<file path="src/rtl/timer_bank.sv">
// timer_bank: NCH independent programmable timers, periodic or one-shot,
// each with a registered expiry tick and a sticky done flag.
module timer_bank #(
    parameter int          NCH        = 4,
    parameter int          W          = 24,
    parameter int unsigned DEF_PERIOD = 1200000,
    localparam int         SW         = (NCH > 1) ? $clog2(NCH) : 1
) (
    input  logic           clk,
    input  logic           rstn,
    input  logic           wr,
    input  logic [SW-1:0]  sel,
    input  logic [1:0]     cmd,
    input  logic [W-1:0]   wdata,
    input  logic [NCH-1:0] clr,
    output logic [NCH-1:0] tick,
    output logic [NCH-1:0] busy,
    output logic [NCH-1:0] done
);

    localparam logic [1:0] CMD_LOAD  = 2'b00;
    localparam logic [1:0] CMD_PER   = 2'b01;
    localparam logic [1:0] CMD_ONE   = 2'b10;
    localparam logic [1:0] CMD_STOP  = 2'b11;
    localparam logic [W-1:0] DEF_P   = W'(DEF_PERIOD);

    logic [W-1:0]   period_q [NCH];
    logic [W-1:0]   period_d [NCH];
    logic [W-1:0]   pend_q   [NCH];
    logic [W-1:0]   pend_d   [NCH];
    logic [W-1:0]   cnt_q    [NCH];
    logic [W-1:0]   cnt_d    [NCH];
    logic [W-1:0]   p_eff    [NCH];
    logic [NCH-1:0] mode_q, mode_d;
    logic [NCH-1:0] busy_q, busy_d;
    logic [NCH-1:0] tick_q, tick_d;
    logic [NCH-1:0] done_q, done_d;
    logic [NCH-1:0] hit, expire;

    always_comb begin
        for (int i = 0; i < NCH; i++) begin
            p_eff[i]  = (period_q[i] == '0) ? W'(1) : period_q[i];
            expire[i] = busy_q[i] && (cnt_q[i] == p_eff[i] - W'(1));
            hit[i]    = wr && (sel == SW'(i));
        end
    end

    // Commands on the same edge override the expiry: LOAD retargets the
    // period, START/STOP cancel the tick and leave done untouched.
    always_comb begin
        for (int i = 0; i < NCH; i++) begin
            period_d[i] = period_q[i];
            pend_d[i]   = pend_q[i];
            cnt_d[i]    = cnt_q[i];
            mode_d[i]   = mode_q[i];
            busy_d[i]   = busy_q[i];
            tick_d[i]   = 1'b0;
            done_d[i]   = done_q[i] & ~clr[i];
            if (busy_q[i]) begin
                cnt_d[i] = cnt_q[i] + W'(1);
            end
            if (expire[i]) begin
                cnt_d[i]    = '0;
                tick_d[i]   = 1'b1;
                done_d[i]   = 1'b1;
                period_d[i] = pend_q[i];
                if (mode_q[i]) begin
                    busy_d[i] = 1'b0;
                end
            end
            if (hit[i]) begin
                case (cmd)
                    CMD_LOAD: begin
                        pend_d[i] = wdata;
                        if (!busy_q[i] || expire[i]) begin
                            period_d[i] = wdata;
                        end
                    end
                    CMD_PER, CMD_ONE: begin
                        period_d[i] = pend_q[i];
                        cnt_d[i]    = '0;
                        busy_d[i]   = 1'b1;
                        mode_d[i]   = cmd[1];
                        tick_d[i]   = 1'b0;
                        done_d[i]   = done_q[i] & ~clr[i];
                    end
                    CMD_STOP: begin
                        if (busy_q[i]) begin
                            period_d[i] = period_q[i];
                            busy_d[i]   = 1'b0;
                            cnt_d[i]    = '0;
                            tick_d[i]   = 1'b0;
                            done_d[i]   = done_q[i] & ~clr[i];
                        end
                    end
                    default: ;
                endcase
            end
        end
    end

    always_ff @(posedge clk or negedge rstn) begin
        if (!rstn) begin
            for (int i = 0; i < NCH; i++) begin
                period_q[i] <= DEF_P;
                pend_q[i]   <= DEF_P;
                cnt_q[i]    <= '0;
            end
            mode_q <= '0;
            busy_q <= '0;
            tick_q <= '0;
            done_q <= '0;
        end else begin
            for (int i = 0; i < NCH; i++) begin
                period_q[i] <= period_d[i];
                pend_q[i]   <= pend_d[i];
                cnt_q[i]    <= cnt_d[i];
            end
            mode_q <= mode_d;
            busy_q <= busy_d;
            tick_q <= tick_d;
            done_q <= done_d;
        end
    end

    assign tick = tick_q;
    assign busy = busy_q;
    assign done = done_q;

endmodule

</file>
<file path="config.mk">
export PLATFORM = sky130hd
export DESIGN_NAME = timer_bank
export DESIGN_NICKNAME = d
export VERILOG_FILES = /design/src/rtl/timer_bank.sv
export SDC_FILE = /design/constraint.sdc
export NUM_CORES = 1
export LEC_CHECK = 0
export BUFFER_PORTS_ARGS = -buffer_cell sky130_fd_sc_hd__buf_2
export CORE_ASPECT_RATIO = 1.25
export CORE_UTILIZATION = 30
export CTS_CLUSTER_DIAMETER = 30
export CTS_CLUSTER_SIZE = 30
export DETAILED_ROUTE_END_ITERATION = 8
export REMOVE_ABC_BUFFERS = 1
export SLEW_MARGIN = 20
export SYNTH_ARGS = -nofsm -noshare
export SYNTH_HDL_FRONTEND = slang
export SYNTH_SLANG_ARGS = --single-unit
</file>
<file path="constraint.sdc">
create_clock -name clk -period 13.2 [get_ports clk]
set_clock_uncertainty 0.2 [all_clocks]
set_input_delay 0.66 -clock clk [delete_from_list [all_inputs] [get_ports clk]]
set_output_delay 0.66 -clock clk [all_outputs]
set_load 0.1 [all_outputs]
</file>
==> results.md, run 1 <==
* Pin count of the biggest net entering global routing at 84
* Ys flop type: dfrtp_1
* Share of cells above drive strength 1 at 0.145
* Crit-path slowest cell: nor4b_1
* GR Overflow Total at 0
* Number of clock sinks at 304
* HPWL Detailed at 45700 um
* Async set or reset register ratio after synthesis at 1.00
* Area of the multi-input gates at 0.0102 mm2
* Routed wire length at 63900 um
* Leakage at 0.00900 uW
* Final worst setup slack at 7.36 ns
* Initial antenna violation count at 5
* PD cells at 185 mW/mm2
* Final net count at 2241
* Mapped cell area at 0.0189 mm2
* Synth cell count leaders: nand2_1, dfrtp_1, o21ai_0, nand3_1, clkbuf_1
* Seq cells post-synth at 304
* Minimum period implied by the final worst setup slack at 5.84 ns
* Largest area contributor in the netlist: dfrtp_1
* Reg2reg start: period_q[67]$_DFFE_PN0P_
* Final hold violation count at 0
* Starting DRT DRC Count at 1455
* Drt pass-1 iters at 5
* Fill count at 6347
* Worst hold start: clr[0]
* Mean area per synthesized cell at 8.61 um2
* Critical path fanouts, max at 14
* Status: finished, final reports clean
* Achievable Freq at 171 MHz
* Worst-path clk slew at 0.05 ns
* Hold crit path type: input port to flop
* ANT nets after route at 0
* FF+latch area at 0.00769 mm2
* First-pass GRT wire length at 100000 um
* Total GRT Usage at 0.201
* Total power at 4110 uW
* Die W at 226 um
* Clock Path Buffers at 3
* Cts hold-fix bufs at 1
* Crit end category: flop
* Syn Inst Count at 2192
* Postcts setup bufs at 0
* Crit start category: flop
* Synth-to-Final Area Change at 18.0%
* Number of synthesized flops with an enable pin at 0
* Clk Latency, worst-skew pair at 0.58 ns
* Maxcap violations at 0
* RSZ-0062 raised after global routing: false
* Initial Util at 0.304
* Die area at 0.0639 mm2
* Synth unique cells at 85
* H-tree levels at 3
* Crit path top cell by count: nor2b_1
* Core footprint at 0.0620 mm2
* DR WL/cell at 20.7 um
* Clock Tree Root: clkbuf_16
* Worst slew margin at 0.208
* Pins Over Slew Limit at 0
* Register area share after synthesis at 0.408
* Top Ports at 47
* Number of placement rows at 102
* WP data required at 13.51 ns
* CTS tree: done
* VDD IR max at 0.0000912 V
* Die Height at 282 um
* Yosys top cell area share at 0.318
* Vias at 17600
* RePlAce Congestion at 0.961
* # setup viols final at 0
* Post-place setup slack at 7.41 ns
* Slew @ Worst Pin at 1.16 ns
* CP startpoint: period_q[67]$_DFFE_PN0P_
* Synth warn at 0
* DRC at 0
* Num CTS Buffers at 67
* Setup TNS at 0 ns
* Fin crit share at 0.442
* Post-CTS resize count at 0
* CP Cell Sequence: nor4_1 -> nor4b_1 -> a31oi_1 -> ha_1 -> nor2b_1 -> and4_1 -> xnor2_1 -> a211oi_1 -> a41oi_1 -> nand4b_1 -> o31a_1 -> nor2b_1 -> a221o_1
* Synth area leaders: dfrtp_1, dfstp_2, o21ai_0
* Slowest stage delay, CP at 0.90 ns
* Top-count cell post-synth: nand2_1
* Vias per std cell at 5.71
* Port Buffers at 46
* Worst Setup Path Type: flop to flop
* Vias in the first global route at 17000
* WP data arrival at 6.15 ns
[cell usage in the layout (no fill, tap or decap), types with 25 or more instances in the layout]
cell       instances
a21oi_1           75
a221o_1           46
a31oi_1           52
a32oi_1           27
and3_1            35
buf_2             45
buf_4             28
clkbuf_16         69
dfrtp_1          240
dfstp_2           64
inv_1            110
mux2_2            28
mux2i_1           25
nand2_1          249
nand3_1          139
nand4_1           35
nor2_1            99
nor3_1            53
nor4_1            32
o21ai_0          231
xnor2_1           66
xor2_1            60
[per-stage QoR]
| step | hold slack (ns) | instances | utilization | area, um2 |
|---|---|---|---|---|
| after CTS | 0.160 | 3076 | 0.359 | 22200 |
| after global placement | 0.259 | 2951 | 0.320 | 19800 |
| after detailed placement | 0.265 | 2952 | 0.320 | 19900 |
| after global routing | 0.177 | 3078 | 0.359 | 22300 |
| after floorplan | 0.164 | 2044 | - | 18300 |
| final | 0.175 | 3078 | 0.359 | 22300 |
[flip-flops by register name, indices dropped and copies added (netlist names)]
signal and flops:
done 4, pend_q 96, cnt_q 96, busy 4
mode_q 4, tick 4, period_q 96
[report_power, final]
part	internal (uW)	total (uW)	leakage [uW]	switching (uW)
sequential	1110	1330	0.00386	215
combinational	402	1020	0.00399	620
clock	1190	1760	0.00114	572
total	2710	4110	0.00900	1410
[worst paths after layout]
check | cells after the start | slack [ns] | end
max | 13 | 7.36 | period_q[59]$_DFFE_PN1P_
min | 3 | 0.18 | done[0]$_DFF_PN0_
max reg2reg | 13 | 7.36 | period_q[59]$_DFFE_PN1P_
min reg2reg | 2 | 0.28 | pend_q[66]$_DFFE_PN0P_
max in group asynchronous | 4 | 10.19 | cnt_q[81]$_DFF_PN0_
min in group asynchronous | 2 | 0.45 | cnt_q[21]$_DFF_PN0_
[cell families (layout without fill, tap and decap cells)]
kind of cell / after synthesis / after routing / share of synthesized area
xor+xnor: 126 / 126 / 0.0585
fa+ha+maj: 15 / 15 / 0.00995
compound gates: 628 / 628 / 0.221
flops: 304 / 304 / 0.408
mux: 53 / 53 / 0.0300
simple gates: 808 / 808 / 0.221
other cells: 0 / 1 / 0
buf+inv: 258 / 311 / 0.0525
[layout make-up]
| class | instances | area share |
|---|---|---|
| Timing Repair Buffer | 78 | 0.0224 |
| Multi-Input combinational cell | 1630 | 0.460 |
| Antenna cell | 1 | 0.000112 |
| Tap cell | 832 | 0.0468 |
| Clock inverter | 33 | 0.0215 |
| Sequential cell | 304 | 0.345 |
| Inverter | 110 | 0.0185 |
| Clock buffer | 90 | 0.0851 |
[metal layers]
layer	GRT usage	vias up	wire length [um]
li1	-	8123	-
met1	0.245	8670	25900
met2	0.333	620	30700
met3	0.0354	151	3920
met4	0.111	4	3330
met5	0	-	22
[worst max-delay path, delay by kind of cell, from the launching register on]
kind                     cells  cell delay, ns
AND/OR/NAND/NOR              6            3.14
AO/OA/AOI/OAI                5            1.54
adder cells (fa/ha/maj)      1            0.33
flip-flops                   1            0.44
XOR/XNOR                     1            0.13
(Power assumes the default switching activity.)
==> run 2: changes to the inputs <==
==> constraint.sdc (replaced) <==
create_clock -name clk -period 6.01 [get_ports clk]
set_clock_uncertainty 0.2 [all_clocks]
set_input_delay 0.3005 -clock clk [delete_from_list [all_inputs] [get_ports clk]]
set_output_delay 0.3005 -clock clk [all_outputs]
set_load 0.1 [all_outputs]
==> run 2 against run 1 <==
Design area up 1.7%; final cell count up 1.4%; register-to-register slack worse by 6.5 ns; critical path type unchanged; largest power group unchanged.
==> results.md, run 2 (same netlist as run 1, synthesis figures left out) <==
* Status: finished, final reports clean
* Post-Layout Cell Count at 3121 (+1.4%)
* Fin util at 0.365 (+0.00603)
* Initial Util at 0.304 (unchanged)
* Crit end category: flop
* Die Height at 282 um (unchanged)
* Worst-path clk slew at 0.04 ns (about the same)
* Leading registers by flop count: cnt_q (96), pend_q (96), period_q (96)
* Reg2reg start: period_q[19]$_DFFE_PN0P_
* Final worst setup slack at 0.860 ns (-6.50 ns)
* Crit start category: flop
* Finished Cell Area at 0.0226 mm2 (+1.7%)
* Clock Path Buffers at 3 (unchanged)
* Core footprint at 0.0620 mm2 (unchanged)
* Worst-case reg-to-reg path depth at 14 (+1)
* VDD IR max at 0.000195 V (+110%)
* WP data required at 6.25 ns (-7.26 ns)
* PD cells at 399 mW/mm2 (+120%)
* Number of placement rows at 102 (unchanged)
* Slowest stage delay, CP at 0.64 ns (-0.26 ns)
* Total GRT Usage at 0.204 (+0.00365)
* Die W at 226 um (unchanged)
* WP data arrival at 5.39 ns (-0.76 ns)
* H-tree levels at 3 (unchanged)
* Final hold violation count at 0 (unchanged)
* Top Ports at 47 (unchanged)
* Worst slew margin at 0.221 (+0.0126)
* Die area at 0.0639 mm2 (unchanged)
* Leakage at 0.00919 uW (+2.1%)
* Share of cells above drive strength 1 at 0.146 (+0.00159)
* Worst path bufs/invs at 1 (+1)
* Clock Tree Root: clkbuf_16
* RSZ-0062 raised after global routing: false
* DRC at 0 (unchanged)
* HPWL Detailed at 45600 um (about the same)
* RR Endpoint: period_q[6]$_DFFE_PN0P_
* Pins Over Slew Limit at 0 (unchanged)
* RePlAce Congestion at 0.934 (-2.8%)
* Most common cell after layout, fill and taps aside: nand2_1
* Starting DRT DRC Count at 1568 (+7.8%)
* Routed wire length at 64300 um (+0.62%)
* Maxcap violations at 0 (unchanged)
* Critical path fanouts, max at 10 (-4)
* CTS tree: done
* Initial antenna violation count at 2 (-3)
* Achievable Freq at 194 MHz (+13%)
* GR Overflow Total at 0 (unchanged)
* Hold crit path type: input port to asynchronous set/reset pin
* Vias per std cell at 5.64 (-1.3%)
* Post-CTS resize count at 0 (unchanged)
* Dpl cells at 2966 (+0.47%)
* Pin count of the biggest net entering global routing at 128 (+52%)
* Postcts setup bufs at 0 (unchanged)
* Vias at 17600 (+0.13%)
* Slew @ Worst Pin at 1.14 ns (-0.0185 ns)
* Number of clock sinks at 304 (unchanged)
* Commonest cells after routing, fill and taps aside: nand2_1, dfrtp_1, o21ai_0
* Post-place setup slack at 0.859 ns (-6.55 ns)
* DR WL/cell at 20.6 um (-0.77%)
* R2R setup slack at 0.86 ns (-6.50 ns)
* First-pass GRT wire length at 102000 um (+1.4%)
* Fin crit share at 0.857 (+0.415)
* # setup viols final at 0 (unchanged)
* Port Buffers at 46 (unchanged)
* Num CTS Buffers at 67 (unchanged)
* Drt pass-1 iters at 5 (unchanged)
* ANT nets after route at 0 (unchanged)
* Synth-to-Final Area Change at 20.0%
* Final net count at 2285 (+2.0%)
* Worst Setup Path Type: flop to flop
* Dpl cell area at 0.0200 mm2 (+0.47%)
* Vias in the first global route at 17400 (+2.6%)
* CP Cell Sequence: or4_1 -> nor4_1 -> buf_4 -> a31oi_1 -> ha_1 -> xor2_1 -> o21ai_0 -> or4b_1 -> nor3_1 -> nand3_1 -> nor4b_1 -> nand3_1 -> a21oi_2 -> o21ai_0
* Crit-path slowest cell: or4_1
* Clk Latency, worst-skew pair at 0.59 ns (about the same)
* CP top delay family: simple AND/OR/NAND/NOR gates
* Minimum period implied by the final worst setup slack at 5.15 ns (-0.689 ns)
* Setup TNS at 0 ns (unchanged)
* Antenna Cells at 0 (-1)
==> run 2: through the flow <==
stage	hold WS (ns)	power, uW
6_report	0.0862	9040
5_1_grt	0.126	9510
4_1_cts	0.0825	9090
3_5_place_dp	0.139	5160
3_3_place_gp	0.138	5120
2_1_floorplan	-0.195	4370
==> run 2: repair_timing <==
item | 4_1_cts | 5_1_grt
hold buffers | 32 | 0
hold endpoints to repair | 153 | 0
endpoints found under the setup margin | 0 | 0
==> run 2: worst max-delay path by stage <==
stage / from / end / slack, ns / depth (start not counted)
after CTS: period_q[19]$_DFFE_PN0P_ / period_q[6]$_DFFE_PN0P_ / 0.80 / 14
after global routing: period_q[19]$_DFFE_PN0P_ / period_q[3]$_DFFE_PN0P_ / 0.49 / 14
after detailed placement: period_q[19]$_DFFE_PN0P_ / period_q[21]$_DFFE_PN0P_ / 0.86 / 14
after global placement: period_q[19]$_DFFE_PN0P_ / period_q[21]$_DFFE_PN0P_ / 0.95 / 14
after floorplan: period_q[88]$_DFFE_PN0P_ / period_q[79]$_DFFE_PN1P_ / 1.04 / 14
final: period_q[19]$_DFFE_PN0P_ / period_q[6]$_DFFE_PN0P_ / 0.86 / 14
==> run 2: worst register-to-register path: stages (launching register included) <==
cell	delay, ns
dfrtp_1	0.43
or4_1	0.64
nor4_1	0.34
buf_4	0.21
a31oi_1	0.15
ha_1	0.34
xor2_1	0.22
o21ai_0	0.13
or4b_1	0.56
nor3_1	0.27
nand3_1	0.10
nor4b_1	0.48
nand3_1	0.32
a21oi_2	0.47
o21ai_0	0.17
==> run 2: per-layer routing <==
layer  wire length [um]  GRT usage  up-vias  share of wire
met2              31100      0.341      543           0.48
met3               3230     0.0355      145          0.050
met1              26400      0.244     8680           0.41
met4               3570      0.127        4          0.056
met5                 27          0        -        0.00042
li1                   -          -     8218              -
==> run 2: final cells by class <==
type | instances | area, um2
clock buffer | 86 | 1830
clock inverter | 37 | 526
fill | 6282 | 39400
inverter | 110 | 413
multi-input combinational | 1630 | 10200
sequential | 304 | 7690
tap | 832 | 1040
timing repair buffer | 122 | 916
==> run 2: power breakdown <==
part           switching [uW]  internal, uW
clock network            1260          2600
logic                    1340           913
registers                 478          2440
total                    3080          5960
